### config.mk
export PLATFORM = sky130hd
export DESIGN_NAME = mem_stage
export DESIGN_NICKNAME = d
export VERILOG_FILES = /design/src/rtl/mem_stage.sv
export SDC_FILE = /design/constraint.sdc
export NUM_CORES = 2
export LEC_CHECK = 0
export ABC_AREA = 1
export CORE_MARGIN = 1
export CORE_UTILIZATION = 30
export CTS_CLUSTER_SIZE = 20
export DETAILED_ROUTE_END_ITERATION = 8
export GPL_TIMING_DRIVEN = 0
export PLACE_DENSITY_LB_ADDON = 0.08
export SLEW_MARGIN = 20
export SYNTH_ARGS = -nofsm -noshare
export SYNTH_HDL_FRONTEND = slang
export SYNTH_SLANG_ARGS = --single-unit
### constraint.sdc
create_clock -name clk -period 5.28 [get_ports clk]
set_input_delay 0.528 -clock clk [delete_from_list [all_inputs] [get_ports clk]]
set_output_delay 0.528 -clock clk [all_outputs]
set_load 0.02 [all_outputs]
### src/rtl/mem_stage.sv
// MIPS MEM stage: EX/MEM and MEM/WB pipeline registers, word-addressed data memory,
// branch resolution and the MEM/WB forwarding values fed back to EXE.
module mem_stage #(
  parameter int DEPTH  = 64,
  parameter int ADDR_W = 6
) (
  input  logic        clk,
  input  logic        rst_n,
  input  logic [31:0] alu_result,
  input  logic [31:0] store_data,
  input  logic [4:0]  wr_reg,
  input  logic        zero_flag,
  input  logic [4:0]  branch_target,
  input  logic        mem_read,
  input  logic        mem_write,
  input  logic        reg_write,
  input  logic        mem_to_reg,
  input  logic        branch,
  input  logic        stall,
  input  logic        flush,
  output logic        pc_src,
  output logic [4:0]  pc_target,
  output logic        mem_fwd_en,
  output logic [4:0]  mem_fwd_reg,
  output logic [31:0] mem_fwd_data,
  output logic        wb_regwrite,
  output logic [4:0]  wb_reg,
  output logic [31:0] wb_data,
  output logic        misalign_err
);

  typedef struct packed {
    logic [31:0] alu_result;
    logic [31:0] store_data;
    logic [4:0]  wr_reg;
    logic        zero_flag;
    logic [4:0]  branch_target;
    logic        mem_read;
    logic        mem_write;
    logic        reg_write;
    logic        mem_to_reg;
    logic        branch;
  } ex_mem_t;

  ex_mem_t ex_in;
  ex_mem_t ex_mem;

  logic [31:0]       mem [0:DEPTH-1];
  logic [ADDR_W-1:0] mem_idx;
  logic              misaligned;
  logic              mem_we;
  logic [31:0]       rdata;

  logic              wb_rw_q;
  logic [4:0]        wb_reg_q;
  logic              wb_m2r_q;
  logic [31:0]       wb_alu_q;
  logic [31:0]       wb_rdata_q;
  logic              err_q;

  always_comb begin
    ex_in               = '0;
    ex_in.alu_result    = alu_result;
    ex_in.store_data    = store_data;
    ex_in.wr_reg        = wr_reg;
    ex_in.zero_flag     = zero_flag;
    ex_in.branch_target = branch_target;
    ex_in.mem_read      = mem_read;
    ex_in.mem_write     = mem_write;
    ex_in.reg_write     = reg_write;
    ex_in.mem_to_reg    = mem_to_reg;
    ex_in.branch        = branch;
    // A flushed instruction keeps its data fields but loses every side effect.
    if (flush) begin
      ex_in.mem_read   = 1'b0;
      ex_in.mem_write  = 1'b0;
      ex_in.reg_write  = 1'b0;
      ex_in.mem_to_reg = 1'b0;
      ex_in.branch     = 1'b0;
    end
  end

  always_ff @(posedge clk or negedge rst_n) begin
    if (!rst_n) begin
      ex_mem <= '0;
    end else if (flush || !stall) begin
      ex_mem <= ex_in;
    end
  end

  assign mem_idx    = ex_mem.alu_result[ADDR_W+1:2];
  assign misaligned = (ex_mem.mem_read | ex_mem.mem_write) & (ex_mem.alu_result[1:0] != 2'b00);
  assign mem_we     = ex_mem.mem_write & ~stall & ~misaligned;
  assign rdata      = (ex_mem.mem_read & ~misaligned) ? mem[mem_idx] : 32'h0;

  // Memory contents deliberately survive reset.
  always_ff @(posedge clk) begin
    if (mem_we) begin
      mem[mem_idx] <= ex_mem.store_data;
    end
  end

  always_ff @(posedge clk or negedge rst_n) begin
    if (!rst_n) begin
      wb_rw_q    <= 1'b0;
      wb_reg_q   <= '0;
      wb_m2r_q   <= 1'b0;
      wb_alu_q   <= '0;
      wb_rdata_q <= '0;
    end else if (!stall) begin
      wb_rw_q    <= ex_mem.reg_write;
      wb_reg_q   <= ex_mem.wr_reg;
      wb_m2r_q   <= ex_mem.mem_to_reg;
      wb_alu_q   <= ex_mem.alu_result;
      wb_rdata_q <= rdata;
    end
  end

  always_ff @(posedge clk or negedge rst_n) begin
    if (!rst_n) begin
      err_q <= 1'b0;
    end else if (misaligned) begin
      err_q <= 1'b1;
    end
  end

  assign pc_src       = ex_mem.branch & ex_mem.zero_flag;
  assign pc_target    = ex_mem.branch_target;
  // Loads never forward from MEM; the hazard unit stalls instead.
  assign mem_fwd_en   = ex_mem.reg_write & ~ex_mem.mem_read & (ex_mem.wr_reg != 5'd0);
  assign mem_fwd_reg  = ex_mem.wr_reg;
  assign mem_fwd_data = ex_mem.alu_result;
  assign wb_reg       = wb_reg_q;
  assign wb_data      = wb_m2r_q ? wb_rdata_q : wb_alu_q;
  assign wb_regwrite  = wb_rw_q & (wb_reg_q != 5'd0);
  assign misalign_err = err_q;

endmodule
==> out/qor.yml <==
clocking:
  clock_sink_count: 2200
  h-tree-depth: 5
  cts_tree: "built"
  clk_pin_slew_ns: 0.06
  cts_resized: 0
  clk_path_buf_depth: 4
  cts_hold_buf: 1
  clock_latency_ns: 0.89
  root_buffer: "clkbuf_16"
  cts_setup_buffers: 0
  cts_buffers: 262
floorplanning:
  io_pins: 167
  die_w_um: 556
  die_h_um: 556
  die_area_um2: 309000
  start_util: 0.301
  core-area_um2: 306000
  rows: 203
place:
  hpwl_mm: 247
  portBuffers: 166
  pre_cts_slack_ns: 0.215
  dpl-instance-area_um2: 103000
  routabilityCongestion: 0.873
  placed_cells: 13408
synthesis:
  synth_edf_count: 2048
  syn_avg_cell_area_um2: 10.2
  syn_nets: 9091
  netlist-cell-type-count: 25
  synthCells: 9007
  ys_seq_elements: 2200
  synth_top_family_by_area: "simple AND/OR/NAND/NOR gates"
  synthXorXnorAreaFrac: 0
  ys_top_cells_by_area: "edfxtp_1, nand2_1, dfrtp_1"
  synthMuxAreaShare: 0.00856
  yosys.cell_count.top_type: "nand2_1"
  synth_flop_cell: "edfxtp_1"
  yosys.area.top_type_share: 0.668
  yosys-top-cells-count: "nand2_1, edfxtp_1, buf_2, clkbuf_1, dfrtp_1"
  synth-seq-area-share: 0.709
  synth-compound-area-share: 0.00557
  yosysWarnings: 0
  syn_area_um2: 92100
  ys_async_sr_fraction: 0.0691
  yosys.area_share.simple: 0.249
  synth_top_area_cell: "edfxtp_1"
  synth-adder-area-share: 0
pwr:
  power_density_nw_per_um2: 374
  p_leak_nw: 45.7
  netSwitchingPower_mw: 11.0
  switching_share: 0.264
  clockPowerShare: 0.421
  p_seq_frac: 0.474
  p_comb_frac: 0.105
  ir_drop_v: 0.000239
  internal-power_mw: 30.5
worst_setup_path:
  slowest_stage: "nand3_1"
  path_max_fanout: 20
  critPathKind: "register to register"
  worstPathRequired_ns: 5.84
  r2r_slack_ns: 0.11
  cpPeakStageDelay_ns: 1.00
  cp.arrival_ns: 5.74
  start_kind: "register"
  worst_r2r_endpoint: "mem[26][15]$_DFFE_PP_"
  timing.rr.start: "mem_fwd_data[2]$_DFFE_PN0P_"
  crit_path_end_kind: "register"
  reg2reg_depth: 7
  path_cells: "inv_2 > buf_4 > buf_2 > clkbuf_1 > nand3_1 > nor2_4 > buf_12"
drt:
  dr.pass1.iters: 5
  drtAntennaViolNets: 0
  wl_met1_mm: 157
  highest_layer: "met5"
  wl_mm: 340
  met3_length_mm: 19.0
  wl_met2_mm: 154
  wl_per_cell_um: 24.5
  vias: 63567
  drt_iter0_drc: 5441
  vias_per_cell: 4.58
  post-route-drc-count: 0
sta:
  holdWs_ns: 0.238
  worst_slack_ns: 0.107
  maxSlewHeadroom: 0.161
  period_minus_slack_ns: 5.17
  slew_violations: 0
  setup_violations: 0
  hold_violations: 0
  worst_slew_pin_slew_ns: 1.25
  grt_setup_unrepaired: "no"
  period_share: 0.980
  tns_ns: 0
  fmaxAchievable_mhz: 193
  finalClockSkew_ns: 0.0342
finish:
  top_register: "mem"
  drive_gt1_frac: 0.0969
  synthToLayoutAreaGrowth_pct: 20.4
  design_area_um2: 111000
  largest_register_ff_count: 2048
  fill_cells: 30573
  finalNetCount: 9657
  reg_top3: "mem (2048), ex_mem (38)"
  finalNonFillerCells: 13881
global_routing:
  grt_util_all_layers: 0.217
  grt_max_degree: 78
  grt_first_pass_wirelength_mm: 477
  grt_pass1_vias: 62227
  grt-ovfl-total: 0
  antenna_found_initial: 26
run_status:
  status: "finished clean"
hold_path:
  hold_path.class: "input port to register"
  hp-start: "alu_result[10]"
  min_path_cells: 3
  whs_endpoint: "mem_fwd_data[10]$_DFFE_PN0P_"
run:
  drv_cap: 0
kinds of logic after synthesis:
logic type             Yosys count
and+or+nand+nor               6077
DFF                           2200
buffers and inverters          562
AOI/OAI and AO/OA               98
muxes                           70
stage by stage:
step / power (mW) / util
finish: 41.5 / 0.363
global route: 42.9 / 0.363
CTS: 42.0 / 0.363
detailed placement: 24.4 / 0.336
global placement: 24.3 / 0.324
floorplan: 22.0 / -
critical path: cells and delay by family (launching register included):
family                 cells  cell delay (ns)
flip-flops                 1             0.70
buffers and inverters      5             2.10
AND/OR/NAND/NOR            2             1.95
worst max-delay path by stage:
stage | start | to | depth (start not counted)
global placement | rst_n | wb_rdata_q[19]$_DFFE_PN0N_ | 1
detailed placement | mem_fwd_data[2]$_DFFE_PN0P_ | mem[34][14]$_DFFE_PP_ | 7
global route | mem_fwd_data[2]$_DFFE_PN0P_ | mem[34][13]$_DFFE_PP_ | 7
CTS | mem_fwd_data[2]$_DFFE_PN0P_ | mem[34][13]$_DFFE_PP_ | 7
floorplan | mem_fwd_data[5]$_DFFE_PN0P_ | mem[0][0]$_DFFE_PP_ | 4
finish | mem_fwd_data[2]$_DFFE_PN0P_ | mem[26][15]$_DFFE_PP_ | 7
final cells by class:
cell class                 instances  area [um2]  area share
antenna                           13        32.5    0.000293
clock inverter                   110         878     0.00792
multi-input combinational       6245       24700       0.223
buffer                           493        2330      0.0210
inverter                          69         259     0.00234
tap                             4100        5130      0.0463
sequential                      2200       65400       0.590
timing repair buffer             302        4890      0.0441
clock buffer                     349        7190      0.0648
metal layers:
| metal | global-route usage | up-vias |
|---|---|---|
| met5 | 0 | - |
| met4 | 0.0629 | 4 |
| met3 | 0.0328 | 392 |
| met2 | 0.349 | 1682 |
| met1 | 0.303 | 31225 |
| li1 | - | 30264 |
power groups by stage:
stage | clock network (mW) | logic (mW) | registers [mW]
after floorplan | 0 | 2.06 | 19.9
after detailed placement | 0 | 4.40 | 20.0
after CTS | 17.9 | 4.42 | 19.7
after global routing | 18.5 | 4.76 | 19.7
final | 17.5 | 4.36 | 19.7
after global placement | 0 | 3.85 | 20.4
placed cells by master, fill, tap and decap left out, types with 2 or more instances in the layout:
master and n:
buf_1 24, buf_12 55, buf_16 74, buf_2 231
buf_4 48, buf_6 2, buf_8 4, bufinv_16 10
clkbuf_1 251, clkbuf_16 272, clkbuf_2 8, clkbuf_8 9
clkdlybuf4s50_1 165, clkinv_1 52, clkinv_2 27, clkinv_8 3
clkinvlp_4 3, dfrtp_1 120, dfrtp_4 32, diode_2 13
edfxtp_1 2048, inv_1 67, inv_16 4, inv_2 2
inv_6 11, mux2_2 70, nand2_1 5902, nand3_1 18
nor2_1 73, nor2_2 4, nor2_4 64, nor3_2 4
nor3_4 4, o211ai_1 7, o21ai_0 83, o21ai_1 6
or2_2 4
Note: power is estimated with default switching activity, not from simulation.
